### src/rtl/issue_scoreboard.sv
// rtl/issue_scoreboard.sv - issue stage with output register and per-register hazard scoreboard
module issue_scoreboard #(
    parameter int PAYLOAD_W = 170,
    parameter int ALU_LAT   = 2
) (
    input  logic                 clk,
    input  logic                 rstn,
    input  logic                 in_valid,
    output logic                 in_ready,
    input  logic                 in_illegal,
    input  logic                 in_use_rsj,
    input  logic                 in_use_rsk,
    input  logic                 in_use_rsd,
    input  logic [4:0]           in_rsj,
    input  logic [4:0]           in_rsk,
    input  logic [4:0]           in_rsd,
    input  logic [1:0]           in_lockout,
    input  logic [PAYLOAD_W-1:0] in_payload,
    output logic                 out_valid,
    input  logic                 out_ready,
    output logic                 out_illegal,
    output logic                 out_use_rsd,
    output logic [4:0]           out_rsj,
    output logic [4:0]           out_rsk,
    output logic [4:0]           out_rsd,
    output logic [1:0]           out_lockout,
    output logic [PAYLOAD_W-1:0] out_payload,
    input  logic                 ld_wb_valid,
    input  logic [4:0]           ld_wb_rd,
    input  logic                 flush
);

    logic [2:0]  r_alu_cnt [1:31];
    logic        r_ld_pend [1:31];
    logic [31:0] w_busy;
    logic        w_haz_j;
    logic        w_haz_k;
    logic        w_haz_d;
    logic        w_hazard;
    logic        w_accept;
    logic        w_dispatch;
    logic        w_set_en;
    logic        w_set_alu;
    logic        w_set_ld;

    // The held instruction has not reached the scoreboard yet, so it is matched directly.
    function automatic logic held_match(input logic [4:0] a);
        return out_valid & out_use_rsd & (out_lockout != 2'b00) &
               (out_rsd == a) & (out_rsd != 5'd0);
    endfunction

    always_comb begin
        w_busy = '0;
        for (int r = 1; r < 32; r++) begin
            w_busy[r] = (r_alu_cnt[r] != 3'd0) | r_ld_pend[r];
        end
    end

    assign w_haz_j  = in_use_rsj & (in_rsj != 5'd0) & (w_busy[in_rsj] | held_match(in_rsj));
    assign w_haz_k  = in_use_rsk & (in_rsk != 5'd0) & (w_busy[in_rsk] | held_match(in_rsk));
    assign w_haz_d  = in_use_rsd & (in_rsd != 5'd0) & (w_busy[in_rsd] | held_match(in_rsd));
    assign w_hazard = ~in_illegal & (w_haz_j | w_haz_k | w_haz_d);

    assign in_ready   = rstn & ~flush & ~w_hazard & (~out_valid | out_ready);
    assign w_accept   = in_valid & in_ready;
    assign w_dispatch = out_valid & out_ready & ~flush;

    assign w_set_en  = w_dispatch & out_use_rsd & (out_rsd != 5'd0) & ~out_illegal;
    assign w_set_alu = w_set_en & (out_lockout == 2'b01);
    assign w_set_ld  = w_set_en & out_lockout[1];

    always_ff @(posedge clk or negedge rstn) begin
        if (!rstn) begin
            out_valid   <= 1'b0;
            out_illegal <= 1'b0;
            out_use_rsd <= 1'b0;
            out_rsj     <= '0;
            out_rsk     <= '0;
            out_rsd     <= '0;
            out_lockout <= '0;
            out_payload <= '0;
        end else if (flush) begin
            out_valid <= 1'b0;
        end else if (w_accept) begin
            out_valid   <= 1'b1;
            out_illegal <= in_illegal;
            out_use_rsd <= in_use_rsd;
            out_rsj     <= in_rsj;
            out_rsk     <= in_rsk;
            out_rsd     <= in_rsd;
            out_lockout <= in_lockout;
            out_payload <= in_payload;
        end else if (w_dispatch) begin
            out_valid <= 1'b0;
        end
    end

    // A dispatch-set beats a same-cycle writeback clear or countdown on the same register.
    always_ff @(posedge clk or negedge rstn) begin
        if (!rstn) begin
            for (int r = 1; r < 32; r++) begin
                r_alu_cnt[r] <= 3'd0;
                r_ld_pend[r] <= 1'b0;
            end
        end else begin
            for (int r = 1; r < 32; r++) begin
                if (w_set_alu && (out_rsd == 5'(r))) begin
                    r_alu_cnt[r] <= 3'(ALU_LAT);
                end else if (r_alu_cnt[r] != 3'd0) begin
                    r_alu_cnt[r] <= r_alu_cnt[r] - 3'd1;
                end
                if (w_set_ld && (out_rsd == 5'(r))) begin
                    r_ld_pend[r] <= 1'b1;
                end else if (ld_wb_valid && (ld_wb_rd == 5'(r))) begin
                    r_ld_pend[r] <= 1'b0;
                end
            end
        end
    end

endmodule

### config.mk
export PLATFORM = sky130hd
export DESIGN_NAME = issue_scoreboard
export DESIGN_NICKNAME = d
export VERILOG_FILES = /design/src/rtl/issue_scoreboard.sv
export SDC_FILE = /design/constraint.sdc
export NUM_CORES = 1
export LEC_CHECK = 0
export BUFFER_PORTS_ARGS = -buffer_cell sky130_fd_sc_hd__buf_2
export CAP_MARGIN = 15
export CORE_MARGIN = 5
export CORE_UTILIZATION = 49
export DETAILED_ROUTE_END_ITERATION = 6
export HOLD_SLACK_MARGIN = 0.03
export PLACE_DENSITY = 0.79
export SLEW_MARGIN = 20
export SYNTH_ARGS = -nofsm -noshare
export SYNTH_HDL_FRONTEND = slang
export SYNTH_SLANG_ARGS = --single-unit
### constraint.sdc
create_clock -name clk -period 7.6 [get_ports clk]
set_clock_uncertainty 0.2 [all_clocks]
set_input_delay 1.52 -clock clk [delete_from_list [all_inputs] [get_ports clk]]
set_output_delay 1.52 -clock clk [all_outputs]
set_load 0.02 [all_outputs]
==> results.ini <==
[timing]
final-hold-violation-count=0
setup_viol=0
tightest_slew_ns=1.04
maxSlewViolCount=0
min_period_ns=5.76
fin_crit_sh=0.758
rsz0062_at_grt=no
max_freq_mhz=174
setup-tns-final_ns=0
relSlewSlack=0.303

[synthesis]
postSynthCellCount=1276
ys_seq_area_frac=0.526
async_flop_share=1.00
netlist_area_um2=14900
ys_ff_latch=314
synth-edff-count=0
avgSynthCellArea_um2=11.7
yosys_warnings=0
ys.flop_type=dfrtp_1
synth_nets=1540
synth_cell_types=64

[drt]
vias=11444
first_pass_iters=5
totalWireLength_um=44400
top_layer=met5
drc_errors=0
wire_per_inst_um=21.2
viasPerCell=5.48
drt_iter0_markers=880
antenna_left=0
met2_wirelength_um=21400
wl_met1_um=17200
wl_met3_um=4650

[finish]
mostFrequentLayoutCell=buf_2
multiInputGateArea_um2=6510
final_area_um2=18300
area_growth_pct=22.7
fill_cells=2431
nNetsFinal=1928
drive_gt1_frac=0.320
register_area_um2=7860
final_cell_mix=buf_2, dfrtp_1, nor2_1

[placement]
gp_congestion=0.950
postPlaceCellArea_um2=17200
dp_hpwl_um=33400
port_buffers=392

[cts]
h-tree-depth=2
numCtsBuffers=35
clock_latency_ns=0.52
clk_pin_slew_ns=0.06
cts-resized-gates=0
post-cts-setup-buffers=0
clock_path_buffers=3
postCtsHoldBufs=0
cts_tree=yes
cts_sinks=314
cts_root_buffer=clkbuf_16

[grt]
grt_pass1_vias=11806
grt_overflow=0
antenna_found_initial=6
grt_use_total=0.251
grt_max_degree=96
grt_pass1_wl_um=66500

[worst_hold_path]
min_path_cells=1
hold_end=out_payload[162]$_DFFE_PN0P_
worst_hold_startpoint=out_payload[162]$_DFFE_PN0P_
hp-class=reg -> reg

[setup_path]
r2r_end=out_payload[103]$_DFFE_PN0P_
critPathMaxStageDelay_ns=0.47
crit_path_cell_trace=buf_2 > nor4bb_1 > o32ai_1 > a2111oi_0 > a211oi_1 > a211oi_1 > o221ai_1 > nor2b_1 > nor2b_1 > buf_2
worst-setup-path-type=in -> out
rrSetupSlack_ns=2.74
regToRegStartpoint=r_alu_cnt[75]$_DFFE_PN0P_
cp-start-kind=input pin
crit_arrival_ns=4.04
critPathCaptureType=output pin
rr_worst_depth=11
cp_max_fo=22
cp_slowest_cell=a2111oi_0
cp.required_ns=5.88

[floorplanning]
num_rows=64
ios=393
die-area_um2=34100
die_y_um=185
fp.dieW_um=185
start_util=0.492
design.core.area_um2=30300

[run]
cap_violations=0

[status]
status=finished, final reports clean

[power_and_ir_drop]
p_leak_nw=8.66
irDropWorstVdd_v=0.000231
p_per_area_nw_per_um2=394

state kept, by name, indices dropped and copies added, names as in the netlist:
name and flops:
out_rsd 5, out_use_rsd 1, out_rsj 5, out_lockout 2, r_alu_cnt 93, out_valid 1, out_rsk 5, out_payload 170
out_illegal 1, r_ld_pend 31
routing by layer:
metal | global-route usage | up-vias
li1 | - | 5219
met1 | 0.321 | 5623
met2 | 0.406 | 506
met3 | 0.0864 | 94
met4 | 0.0751 | 2
met5 | 0 | -
kinds of logic (layout without fill, tap and decap cells):
kind of cell	count (synthesis)	in the layout	share of synthesized area
simple gates	321	321	0.106
mux	233	233	0.180
compound gates	182	182	0.0732
flops	314	314	0.526
buf+inv	122	535	0.0385
other cells	0	4	0
fa+ha+maj	62	62	0.0520
xor+xnor	42	42	0.0246
worst max-delay path: cells and delay by family:
kind	cells	cell delay (ns)
buffers and inverters	2	0.54
and+or+nand+nor	3	0.72
AOI/OAI and AO/OA	5	1.26
power by group:
group	switching [mW]	leakage (nW)	internal, mW	total [mW]
Combinational	1.70	4.35	1.17	2.87
Sequential	0.431	3.77	2.31	2.74
Clock	0.690	0.546	0.930	1.62
Total	2.82	8.66	4.40	7.23
worst max-delay path by stage:
| stage | start | to | slack [ns] | depth (start not counted) |
|---|---|---|---|---|
| 2_1_floorplan | in_rsj[0] | in_ready | 2.48 | 8 |
| 3_3_place_gp | in_rsj[0] | in_ready | 1.90 | 10 |
| 3_5_place_dp | in_rsd[1] | in_ready | 1.86 | 10 |
| 4_1_cts | in_rsd[1] | in_ready | 1.85 | 10 |
| 5_1_grt | in_rsd[1] | in_ready | 1.60 | 10 |
| 6_report | in_rsd[1] | in_ready | 1.84 | 10 |
synth_stat cells (all sizes together) (2+ instances only):
cell type / n / area (um^2)
nor4: 6 / 37.5
or3b: 2 / 17.5
xor2: 3 / 26.3
ha: 62 / 776
buf: 37 / 255
mux2i: 36 / 360
o311ai: 3 / 26.3
a31o: 2 / 17.5
o211a: 2 / 20.0
nor4b: 7 / 61.3
o22ai: 2 / 12.5
a41oi: 2 / 17.5
a211oi: 7 / 52.6
a31oi: 2 / 12.5
xnor2: 39 / 342
and2: 2 / 12.5
o41ai: 2 / 17.5
clkbuf: 11 / 41.3
mux4: 9 / 203
mux2: 188 / 2120
a221oi: 2 / 17.5
inv: 74 / 278
a2111oi: 5 / 43.8
o221ai: 5 / 43.8
nor3b: 31 / 233
nand3: 16 / 80.1
nand2b: 32 / 200
nor2b: 17 / 106
nor2: 134 / 503
dfrtp: 314 / 7860
nand4: 2 / 12.5
nand2: 58 / 218
or2: 2 / 12.5
a311oi: 2 / 17.5
o211ai: 4 / 30.0
a21oi: 8 / 40.0
nor3: 6 / 30.0
o21ai: 123 / 619
through the flow:
step	worst slack [ns]	total power, mW	utilization	hold slack (ns)	std cells
detailed placement	1.86	5.61	0.567	0.271	2023
CTS	1.85	7.26	0.603	0.284	2085
finish	1.84	7.23	0.603	0.280	2089
global placement	1.90	5.45	0.567	0.262	2023
floorplan	2.48	4.58	-	0.256	1276
global route	1.60	7.72	0.603	0.298	2088
layout make-up:
class / instances / share of cell area
antenna: 4 / 0.000547
clock buffer: 46 / 0.0545
multi-input combinational: 840 / 0.355
sequential: 314 / 0.429
timing repair buffer: 399 / 0.113
clock inverter: 16 / 0.00560
tap: 396 / 0.0271
inverter: 74 / 0.0152
Note: power is estimated with default switching activity, not from simulation.
